## config.mk

```make
export PLATFORM = sky130hd
export DESIGN_NAME = mem_read_controller
export DESIGN_NICKNAME = d
export VERILOG_FILES = /design/src/rtl/mem_read_controller.sv
export SDC_FILE = /design/constraint.sdc
export NUM_CORES = 1
export LEC_CHECK = 0
export CAP_MARGIN = 10
export CORE_MARGIN = 5
export CORE_UTILIZATION = 40
export DETAILED_ROUTE_END_ITERATION = 10
export GPL_ROUTABILITY_DRIVEN = 0
export GPL_TIMING_DRIVEN = 0
export PLACE_DENSITY = 0.69
export SLEW_MARGIN = 20
export SYNTH_ARGS = -nofsm -noshare
export SYNTH_HDL_FRONTEND = slang
export SYNTH_SLANG_ARGS = --single-unit
```

## constraint.sdc

```tcl
create_clock -name clk -period 2.6 [get_ports clk]
set_input_delay 0.78 -clock clk [delete_from_list [all_inputs] [get_ports clk]]
set_output_delay 0.78 -clock clk [all_outputs]
set_load 0.02 [all_outputs]
```

## src/rtl/mem_read_controller.sv

```systemverilog
// Load path of the datapath memory interface: issues a req/ack read, extracts the
// byte/halfword/word lane, extends it and flags misaligned, invalid or timed-out loads.
module mem_read_controller #(
  parameter int unsigned ADDR_WIDTH = 16,
  parameter int unsigned TIMEOUT    = 15
) (
  input  logic                  clk,
  input  logic                  reset,
  input  logic                  start,
  input  logic [ADDR_WIDTH-1:0] addr,
  input  logic [1:0]            size,
  input  logic                  signed_load,
  output logic                  busy,
  output logic                  done,
  output logic                  error,
  output logic [31:0]           readData,
  output logic                  mem_req,
  output logic [ADDR_WIDTH-1:0] mem_addr,
  input  logic                  mem_ack,
  input  logic [31:0]           mem_rdata
);

  localparam int unsigned     CNT_W    = $clog2(TIMEOUT + 1);
  localparam logic [CNT_W-1:0] CNT_LAST = CNT_W'(TIMEOUT - 1);

  localparam logic [1:0] SZ_BYTE = 2'b00;
  localparam logic [1:0] SZ_HALF = 2'b01;
  localparam logic [1:0] SZ_WORD = 2'b10;
  localparam logic [1:0] SZ_BAD  = 2'b11;

  typedef enum logic [1:0] {
    S_IDLE = 2'b00,
    S_REQ  = 2'b01,
    S_DONE = 2'b10,
    S_ERR  = 2'b11
  } state_e;

  state_e                  state_q, state_d;
  logic [CNT_W-1:0]        cnt_q, cnt_d;
  logic [1:0]              off_q, off_d;
  logic [1:0]              size_q, size_d;
  logic                    sgn_q, sgn_d;
  logic                    busy_q, busy_d;
  logic                    done_q, done_d;
  logic                    error_q, error_d;
  logic                    mem_req_q, mem_req_d;
  logic [ADDR_WIDTH-1:0]   mem_addr_q, mem_addr_d;
  logic [31:0]             rdata_q, rdata_d;

  logic                    illegal;
  logic [7:0]              lane_b;
  logic [15:0]             lane_h;
  logic [31:0]             load_val;

  // Alignment / encoding check on the incoming command.
  always_comb begin
    illegal = 1'b0;
    case (size)
      SZ_HALF: illegal = addr[0];
      SZ_WORD: illegal = (addr[1:0] != 2'b00);
      SZ_BAD:  illegal = 1'b1;
      default: illegal = 1'b0;
    endcase
  end

  // Lane select and sign/zero extension from the latched command.
  always_comb begin
    lane_b   = mem_rdata[{off_q, 3'b000} +: 8];
    lane_h   = mem_rdata[{off_q[1], 4'b0000} +: 16];
    load_val = mem_rdata;
    case (size_q)
      SZ_BYTE: load_val = {{24{sgn_q & lane_b[7]}}, lane_b};
      SZ_HALF: load_val = {{16{sgn_q & lane_h[15]}}, lane_h};
      default: load_val = mem_rdata;
    endcase
  end

  always_comb begin
    state_d    = state_q;
    cnt_d      = cnt_q;
    off_d      = off_q;
    size_d     = size_q;
    sgn_d      = sgn_q;
    mem_addr_d = mem_addr_q;
    rdata_d    = rdata_q;

    case (state_q)
      S_IDLE: begin
        if (start) begin
          if (illegal) begin
            state_d = S_ERR;
          end else begin
            state_d    = S_REQ;
            off_d      = addr[1:0];
            size_d     = size;
            sgn_d      = signed_load;
            mem_addr_d = {addr[ADDR_WIDTH-1:2], 2'b00};
            cnt_d      = '0;
          end
        end
      end
      S_REQ: begin
        // An ack on the last allowed cycle still completes the load.
        if (mem_ack) begin
          state_d = S_DONE;
          rdata_d = load_val;
        end else if (cnt_q == CNT_LAST) begin
          state_d = S_ERR;
        end else begin
          cnt_d = cnt_q + CNT_W'(1);
        end
      end
      S_DONE:  state_d = S_IDLE;
      S_ERR:   state_d = S_IDLE;
      default: state_d = S_IDLE;
    endcase

    busy_d    = (state_d != S_IDLE);
    done_d    = (state_d == S_DONE);
    error_d   = (state_d == S_ERR);
    mem_req_d = (state_d == S_REQ);
  end

  always_ff @(posedge clk) begin
    if (reset) begin
      state_q    <= S_IDLE;
      cnt_q      <= '0;
      off_q      <= 2'b00;
      size_q     <= 2'b00;
      sgn_q      <= 1'b0;
      busy_q     <= 1'b0;
      done_q     <= 1'b0;
      error_q    <= 1'b0;
      mem_req_q  <= 1'b0;
      mem_addr_q <= '0;
      rdata_q    <= 32'h0;
    end else begin
      state_q    <= state_d;
      cnt_q      <= cnt_d;
      off_q      <= off_d;
      size_q     <= size_d;
      sgn_q      <= sgn_d;
      busy_q     <= busy_d;
      done_q     <= done_d;
      error_q    <= error_d;
      mem_req_q  <= mem_req_d;
      mem_addr_q <= mem_addr_d;
      rdata_q    <= rdata_d;
    end
  end

  assign busy     = busy_q;
  assign done     = done_q;
  assign error    = error_q;
  assign mem_req  = mem_req_q;
  assign mem_addr = mem_addr_q;
  assign readData = rdata_q;

endmodule
```

==> results_dict.tcl <==
set metrics [dict create \
    crit_chain "clkdlybuf4s50_1 -> nand3b_1 -> a311oi_2 -> a221oi_1" \
    cts_tree "built" \
    h-tree-depth 3 \
    layout-drive-gt1-share_pct 9.78 \
    die_h_um 97.2 \
    synthFlopType "dfxtp_1" \
    ys_seq_area_share_pct 40.1 \
    power_mw 2.42 \
    synth_area_leader_cell "dfxtp_1" \
    nFillCells 649 \
    cts_setup_buffers 0 \
    mostFrequentLayoutCell "clkdlybuf4s50_1" \
    cts_resized 0 \
    synth-seq-cells 61 \
    switchingPower_mw 0.644 \
    globalRouteTotalUtil_pct 18.8 \
    dpl_worst_slack_ns -0.150 \
    clock_path_buffers 2 \
    p_leak_nw 1.48 \
    worst-path-buf-inv 1 \
    max_cap_viol_count 0 \
    drtPass1Iterations 4 \
    grt_pass1_wl_um 14700 \
    clkLatencyLatePin_ns 0.33 \
    diodes 0 \
    endpoint "readData[9]$_SDFFE_PP0P_" \
    status "completed" \
    start_kind "primary input" \
    worstPathRequired_ns 2.78 \
    fin_ws_ns 0.191 \
    drc 0 \
    synth_cell_type_count 47 \
    max_stage_delay_ns 0.67 \
    setup_viol 0 \
    vias 2884 \
    swShare_pct 26.7 \
    yosys-top-cells-area "dfxtp_1 (40%), nand2b_1 (8.0%), mux2i_1 (6.3%), a311oi_1 (5.2%), a221oi_1 (4.0%)" \
    r2r_cells 4 \
    ant_nets 0 \
    cts_root_buffer "clkbuf_8" \
    num_io_pins 107 \
    core_um2 7330 \
    slowest_stage "a311oi_2" \
    finClkSkew_ns 0.00930 \
    place_area_um2 4200 \
    ff2ff_setup_slack_ns 0.71 \
    cp-end-kind "flip-flop" \
    syn_area_um2 3040 \
    dieArea_um2 9450 \
    antenna_found_initial 0 \
    synth_top_area_share_pct 40.1 \
    cts_buffers 9 \
    fin_crit_sh_pct 92.7 \
    drt_iter0_drc 81 \
    slew-limit-headroom_pct 43.3 \
    yosys_warnings 0 \
    fin_crit_ns 2.41 \
    clk_pin_slew_worst_paths_ns 0.06 \
    crit_family "compound AO/OA/AOI/OAI gates" \
    stdcell_area_um2 4410 \
    start_util_pct 41.5 \
    powerDensity_nw_per_um2 548 \
    worstMarginPinSlew_ns 0.848 \
    hpwl_um 6610 \
    nets 504 \
    vdd_drop_max_mv 0.289 \
    finalCoreUtilization_pct 60.1 \
    drv_slew 0 \
    grt_pass1_vias 2832 \
    p_int_mw 1.77 \
    synth_cells 332 \
    synth_edf_count 0 \
    via_per_inst 5.25 \
    grt_max_degree 11 \
    worstPathArrival_ns 2.59 \
    seq_power_share_pct 42.4 \
    die_w_um 97.2 \
    routed_wl_um 8720 \
    cp_max_fo 9 \
    crit_path_start "mem_ack" \
    finalHoldViolCount 0 \
    rr_endpoint "readData[9]$_SDFFE_PP0P_" \
    final_cell_mix "clkdlybuf4s50_1 (103), dfxtp_1 (61), nand2b_1 (39)" \
    num_rows 31 \
    cp.depth 4 \
    cts.sinks 61 \
    grt.overflow.total 0 \
    pwr-share-clk_pct 35.4 \
    areaGrowthSynthToFinish_pct 44.9 \
    portBuffers 103 \
    synth-async-reset-ratio_pct 0 \
    hold_class "flip-flop to flip-flop" \
    critical_path_class "primary input to flip-flop" \
    syn_avg_cell_area_um2 9.16 \
    wl_per_cell_um 15.9 \
    r2r-start "state_q[1]$_SDFF_PP0_" \
    fmax_ghz 0.415 \
    rsz0062_at_grt "false" \
    hold_buffers 0 \
    p_comb_share_pct 22.2 \
]
-- routing by layer --
layer	vias to the layer above	part of all wire (%)	track usage, %	routed length [µm]
li1	1434	-	-	-
met4	0	0.31	4.21	27
met2	110	48	31.0	4210
met5	-	0	0	0
met3	2	8.1	6.60	705
met1	1338	43	23.6	3790
-- cells by family (layout without fill, tap and decap cells) --
group,count (synthesis),in the layout,share of synthesized area (%)
AOI/OAI and AO/OA,75,75,20.8
adders and majority gates,2,2,0.823
buffers and inverters,39,156,6.05
DFF,61,61,40.1
muxes,29,29,10.3
other,1,2,0.123
and+or+nand+nor,125,125,21.8
-- cell type report --
cell class                 count  area [µm²]  share of cell area (%)
buffer                        32         158                    3.58
clock buffer                  13         169                    3.83
clock inverter                 1        30.0                   0.681
inverter                       7        26.3                   0.596
multi-input combinational    233        1650                    37.4
sequential                    61        1220                    27.7
tap                           99         124                    2.81
timing repair buffer         103        1030                    23.4
-- worst min-delay path by stage --
stage	to	depth (start not counted)	startpoint	slack [ns]
floorplan	cnt_q[3]$_SDFFE_PP0P_	2	cnt_q[3]$_SDFFE_PP0P_	0.46
global placement	mem_addr[10]$_SDFFE_PP0P_	2	mem_addr[10]$_SDFFE_PP0P_	0.46
detailed placement	mem_addr[6]$_SDFFE_PP0P_	2	mem_addr[6]$_SDFFE_PP0P_	0.46
CTS	mem_addr[6]$_SDFFE_PP0P_	2	mem_addr[6]$_SDFFE_PP0P_	0.48
global route	mem_addr[9]$_SDFFE_PP0P_	2	mem_addr[9]$_SDFFE_PP0P_	0.50
finish	mem_addr[12]$_SDFFE_PP0P_	2	mem_addr[12]$_SDFFE_PP0P_	0.47
-- Yosys cell counts (8+ instances only) --
cell      count
a211oi_1      9
nor2_1       28
mux2_2        9
mux2i_1      19
dfxtp_1      61
nand2b_1     39
a221oi_1     14
clkbuf_1     17
buf_2         9
nand2_1      30
nor2b_1       9
a32oi_1       8
a311oi_1     18
-- sequential cells by signal, indices dropped and copies added (netlist names) --
signal / count
size_q: 2
mem_req: 1
off_q: 2
cnt_q: 4
mem_addr: 14
busy: 1
done: 1
state_q: 2
readData: 32
sgn_q: 1
error: 1
-- worst reg2reg max path, delay by kind of cell, from the launching register on --
family | cells | cell delay, ns
AND/OR/NAND/NOR | 1 | 0.45
AO/OA/AOI/OAI | 2 | 0.82
flip-flops | 1 | 0.30
buffers and inverters | 1 | 0.18
-- power groups by stage --
stage / clock (mW) / sequential (mW) / combinational, mW
floorplan: 0 / 1.10 / 0.225
global placement: 0 / 1.04 / 0.530
detailed placement: 0 / 1.05 / 0.535
CTS: 0.872 / 1.03 / 0.537
global route: 0.920 / 1.03 / 0.581
finish: 0.855 / 1.03 / 0.536
-- through the flow --
stage	setup TNS [ns]	hold WS [ns]	instances
floorplan	0	0.459	333
global placement	-1.90	0.457	535
detailed placement	-2.30	0.463	535
CTS	0	0.479	549
global route	0	0.499	549
finish	0	0.472	549
No activity file was read; power rests on OpenSTA's default activity.
